[src/rtl/fetch_pkg.sv]
// Shared types and constants for the fetch sequencer: FSM state encoding,
// instruction field width and the halt instruction pattern.
package fetch_pkg;

  localparam int FIELD_W = 3;

  localparam logic [FIELD_W-1:0] HALT_OP = 3'b111;
  localparam logic [FIELD_W-1:0] HALT_R1 = 3'b111;
  localparam logic [FIELD_W-1:0] HALT_R2 = 3'b111;

  typedef enum logic [1:0] {
    ST_IDLE = 2'd0,
    ST_RUN  = 2'd1,
    ST_DONE = 2'd2
  } state_e;

endpackage

[src/rtl/sat_counter.sv]
// Up-counter with synchronous clear and a saturation limit.
// The clear input wins over the enable input.
module sat_counter #(
  parameter int               WIDTH = 8,
  parameter logic [WIDTH-1:0] LIMIT = '1
) (
  input  logic             clk,
  input  logic             reset,
  input  logic             clr,
  input  logic             en,
  output logic [WIDTH-1:0] count
);

  logic [WIDTH-1:0] count_q;
  logic [WIDTH-1:0] count_d;

  always_comb begin
    count_d = count_q;
    if (clr) begin
      count_d = '0;
    end else if (en && (count_q != LIMIT)) begin
      count_d = count_q + WIDTH'(1);
    end
  end

  always_ff @(posedge clk) begin
    if (reset) begin
      count_q <= '0;
    end else begin
      count_q <= count_d;
    end
  end

  assign count = count_q;

endmodule

[src/rtl/fetch_sequencer.sv]
// Program-counter sequencer: IDLE -> RUN on start, RUN -> DONE on halt or on
// hitting the retired-instruction limit. Optional macro: FETCH_CYCLE_COUNT_EN.
//
// state   | meaning
// IDLE    | waiting for start after reset
// RUN     | fetching; pc advances, holds on stall, redirects on branch
// DONE    | finished (halt or limit); pc and flags held until start
module fetch_sequencer
  import fetch_pkg::*;
#(
  parameter int          PC_BITS    = 12,
  parameter int unsigned START_ADDR = 0,
  parameter int          MAX_INSNS  = 4095
) (
  input  logic               clk,
  input  logic               reset,
  input  logic               start,
  input  logic               stall,
  input  logic               branch_taken,
  input  logic [PC_BITS-1:0] branch_target,
  input  logic [FIELD_W-1:0] ins_op,
  input  logic [FIELD_W-1:0] ins_r1,
  input  logic [FIELD_W-1:0] ins_r2,
  output logic [PC_BITS-1:0] pc,
  output logic               fetch_valid,
  output logic               busy,
  output logic               done,
  output logic               timeout,
  output logic [15:0]        cycle_count
);

  localparam int RET_W = (MAX_INSNS < 1) ? 1 : $clog2(MAX_INSNS + 1);

  state_e             state_q;
  logic [PC_BITS-1:0] pc_q;
  logic               done_q;
  logic               timeout_q;
  logic [RET_W-1:0]   retire_cnt;

  logic in_run;
  logic launch;
  logic halt;
  logic retire;
  logic limit_hit;

  assign in_run    = (state_q == ST_RUN);
  assign launch    = !in_run && start;
  assign halt      = (ins_op == HALT_OP) && (ins_r1 == HALT_R1) && (ins_r2 == HALT_R2);
  assign retire    = in_run && !halt && !stall;
  // The retire that lands on the limit ends the run; that retire still counts.
  assign limit_hit = retire && (retire_cnt == RET_W'(MAX_INSNS - 1));

  always_ff @(posedge clk) begin
    if (reset) begin
      state_q   <= ST_IDLE;
      pc_q      <= '0;
      done_q    <= 1'b0;
      timeout_q <= 1'b0;
    end else begin
      case (state_q)
        ST_IDLE, ST_DONE: begin
          if (start) begin
            state_q   <= ST_RUN;
            pc_q      <= PC_BITS'(START_ADDR);
            done_q    <= 1'b0;
            timeout_q <= 1'b0;
          end
        end
        ST_RUN: begin
          if (halt) begin
            state_q   <= ST_DONE;
            done_q    <= 1'b1;
            timeout_q <= 1'b0;
          end else if (!stall) begin
            if (limit_hit) begin
              state_q   <= ST_DONE;
              done_q    <= 1'b1;
              timeout_q <= 1'b1;
            end else if (branch_taken) begin
              pc_q <= branch_target;
            end else begin
              pc_q <= pc_q + PC_BITS'(1);
            end
          end
        end
        default: state_q <= ST_IDLE;
      endcase
    end
  end

  sat_counter #(
    .WIDTH (RET_W),
    .LIMIT (RET_W'(MAX_INSNS))
  ) u_retire_cnt (
    .clk   (clk),
    .reset (reset),
    .clr   (launch),
    .en    (retire),
    .count (retire_cnt)
  );

`ifdef FETCH_CYCLE_COUNT_EN
  sat_counter #(
    .WIDTH (16),
    .LIMIT (16'hFFFF)
  ) u_cycle_cnt (
    .clk   (clk),
    .reset (reset),
    .clr   (launch),
    .en    (in_run),
    .count (cycle_count)
  );
`else
  assign cycle_count = 16'h0000;
`endif

  assign pc          = pc_q;
  assign fetch_valid = in_run;
  assign busy        = in_run;
  assign done        = done_q;
  assign timeout     = timeout_q;

endmodule

[config.mk]
export PLATFORM = sky130hd
export DESIGN_NAME = fetch_sequencer
export DESIGN_NICKNAME = d
export VERILOG_FILES = /design/src/rtl/fetch_pkg.sv /design/src/rtl/sat_counter.sv /design/src/rtl/fetch_sequencer.sv
export SDC_FILE = /design/constraint.sdc
export NUM_CORES = 1
export LEC_CHECK = 0
export CAP_MARGIN = 40
export CORE_MARGIN = 2
export CORE_UTILIZATION = 45
export CTS_CLUSTER_SIZE = 20
export DETAILED_ROUTE_END_ITERATION = 10
export PLACE_DENSITY = 0.79
export SLEW_MARGIN = 20
export SYNTH_ARGS = -nofsm -noshare
export SYNTH_HDL_FRONTEND = slang
export SYNTH_SLANG_ARGS = --single-unit
export TNS_END_PERCENT = 50
[constraint.sdc]
create_clock -name clk -period 4.3 [get_ports clk]
set_input_delay 0.86 -clock clk [delete_from_list [all_inputs] [get_ports clk]]
set_output_delay 0.86 -clock clk [all_outputs]
set_load 0.03 [all_outputs]
==> impl_metrics.json <==
{
  "pre_cts_slack_ps": 1480,
  "synth_top_area_cell": "dfxtp_1",
  "cp-start-kind": "register",
  "vias": 1572,
  "dp.final_hpwl_um": 2790,
  "antenna_left": 0,
  "setup_tns_ps": 0,
  "grt_max_degree": 21,
  "ys.flop_type": "dfxtp_1",
  "start_util_pct": 47.3,
  "fin_ws_ps": 1480,
  "clock_path_buffers": 2,
  "ys_ff_latch": 28,
  "cts_root_buf": "clkbuf_8",
  "rsz0062_at_grt": "false",
  "reg2regPathDepth": 6,
  "yosys-top-cells-count": "28 x dfxtp_1, 21 x nand2_1, 21 x nor2_1",
  "async_flop_share_pct": 0,
  "gr-total-overflow": 0,
  "endpoint": "fetch_valid",
  "maxCapViolations": 0,
  "antenna_found_initial": 0,
  "max_stage_delay_ps": 750,
  "slowest_stage": "clkdlybuf4s50_1",
  "timing.final.hold_violations": 0,
  "r2r_slack_ps": 2350,
  "grt_pass1_vias": 1429,
  "p_leak_nw": 0.745,
  "synth_top_area_share_pct": 31.9,
  "netlist_instances": 220,
  "path_max_fanout": 14,
  "cts.repair.resized": 0,
  "cts-buffers-inserted": 3,
  "clkTransAtPathRegs_ps": 100,
  "crit_chain": "nand2b_1 > inv_1 > clkdlybuf4s50_1",
  "cts.sinks": 28,
  "fmax_mhz": 355,
  "post_cts_buffers": 0,
  "syn_avg_cell_area_um2": 8.00,
  "dieArea_mm2": 0.00443,
  "critPathLaunch": "state_q[0]$_SDFFE_PP0P_",
  "netlist_area_mm2": 0.00176,
  "required_ps": 3440,
  "fin_util_pct": 58.4,
  "outcome": "completed",
  "yosysMostFrequentCell": "dfxtp_1",
  "layout-drive-gt1-share_pct": 5.10,
  "synth-edff-count": 0,
  "port_buffers": 41,
  "row_count": 22,
  "wl_um": 3640,
  "skew_ps": 7.82,
  "gp_congestion": 0.804,
  "relSlewSlack_pct": 54.3,
  "dr.pass1.iters": 4,
  "antenna_cells": 0,
  "setup_viol": 0,
  "grt_pass1_wl_um": 6180,
  "power_density_mw_per_mm2": 253,
  "hold_slack_ps": 470,
  "yosysUniqueCellTypes": 45,
  "period_minus_slack_ps": 2820,
  "slew_violations": 0,
  "post_drt_wl_per_cell_um": 12.0,
  "yosys_warnings": 0,
  "timing_worst_setup_path_type": "reg2out",
  "cp_data_arrival_time_ps": 1960,
  "hold_class": "reg2reg",
  "drt_iter0_markers": 77,
  "area.growth.synth_to_final_pct": 23.3,
  "end_kind": "primary output",
  "tritoncts": "built",
  "ios": 58,
  "clock_latency_ps": 280,
  "cts.htree.levels": 1,
  "period_share_pct": 65.5,
  "die_h_um": 66.5,
  "worstMarginPinSlew_ps": 683,
  "ys_seq_area_share_pct": 31.9,
  "drc": 0,
  "cts_hold_buffers": 0,
  "reg2reg_from": "u_retire_cnt.count[1]$_SDFFE_PP0P_",
  "synth.area.top_cells": "dfxtp_1 32%, buf_4 7.3%, xnor2_1 7.0%",
  "viasPerCell": 5.19,
  "r2r-end": "pc[7]$_SDFFE_PP0P_",
  "core_area_mm2": 0.00372,
  "peakVddDrop_mv": 0.149,
  "fin_nets": 285,
  "die_x_um": 66.5,
  "track_usage_pct": 17.6
}
stage by stage:
| stage | power (mW) | instances | cell area [um2] |
|---|---|---|---|
| after floorplan | 0.363 | 235 | 1820 |
| final | 0.548 | 303 | 2170 |
| after detailed placement | 0.390 | 299 | 2110 |
| after CTS | 0.552 | 303 | 2170 |
| after global placement | 0.389 | 299 | 2110 |
| after global routing | 0.573 | 303 | 2170 |
layout by cell type, fill, tap and decap left out, types with 2 or more instances in the layout:
| cell | instances |
|---|---|
| a211oi_1 | 2 |
| a21oi_1 | 16 |
| a31o_2 | 2 |
| and3_1 | 3 |
| and4_1 | 4 |
| clkbuf_8 | 4 |
| clkdlybuf4s50_1 | 41 |
| conb_1 | 16 |
| dfxtp_1 | 28 |
| ha_1 | 3 |
| inv_1 | 8 |
| mux2i_1 | 2 |
| nand2_1 | 21 |
| nand2b_1 | 5 |
| nand3_1 | 14 |
| nand4_1 | 2 |
| nor2_1 | 21 |
| nor3_1 | 6 |
| nor4_1 | 7 |
| o21ai_0 | 11 |
| o31ai_1 | 2 |
| o32ai_1 | 2 |
| xnor2_1 | 14 |
area by class of cell:
| cell class | count | area (um2) |
|---|---|---|
| multi-input combinational | 173 | 1050 |
| sequential | 28 | 561 |
| timing repair buffer | 41 | 410 |
| clock buffer | 4 | 55.1 |
| tap | 48 | 60.1 |
| fill | 345 | 1550 |
| inverter | 9 | 33.8 |
worst min path at each step:
stage | slack (ps) | cells past startpoint | to | from
after floorplan | 480 | 2 | u_retire_cnt.count[11]$_SDFFE_PP0P_ | u_retire_cnt.count[11]$_SDFFE_PP0P_
after global placement | 440 | 2 | done$_SDFFE_PP0P_ | done$_SDFFE_PP0P_
after detailed placement | 450 | 2 | done$_SDFFE_PP0P_ | done$_SDFFE_PP0P_
after CTS | 470 | 2 | done$_SDFFE_PP0P_ | done$_SDFFE_PP0P_
after global routing | 490 | 2 | done$_SDFFE_PP0P_ | done$_SDFFE_PP0P_
final | 470 | 2 | done$_SDFFE_PP0P_ | done$_SDFFE_PP0P_
worst max-delay path, delay by kind of cell (launching register included):
kind | cells | cell delay (ps)
flip-flops | 1 | 410
AND/OR/NAND/NOR | 1 | 160
buffers and inverters | 2 | 1100
registers in the layout, summed over array words and instances (netlist names):
name	count
pc	12
u_retire_cnt.count	12
state_q	2
done	1
timeout	1
logic make-up (layout without fill, tap and decap cells):
kind of cell             count (synthesis)  after routing  share of synthesized area [%]
XOR/XNOR                                15             15                           7.47
buffers and inverters                   34             54                           11.7
other                                    1             16                          0.213
multiplexers                             5              5                           3.91
flip-flops                              28             28                           31.9
AND/OR/NAND/NOR                         91             91                           27.4
AO/OA/AOI/OAI                           43             43                           15.3
adder cells (fa/ha/maj)                  3              3                           2.13
layer usage:
metal	part of all wire (%)	up-vias	track usage (%)
li1	-	818	-
met1	46	698	21.8
met2	47	52	32.0
met3	5.7	4	1.86
met4	0.69	0	4.59
met5	0	-	0
power breakdown:
part	switching, mW	internal, mW	leakage, nW
Sequential	0.00712	0.264	0.226
Combinational	0.0659	0.0463	0.490
Clock	0.0827	0.0821	0.0288
(Power assumes the default switching activity.)
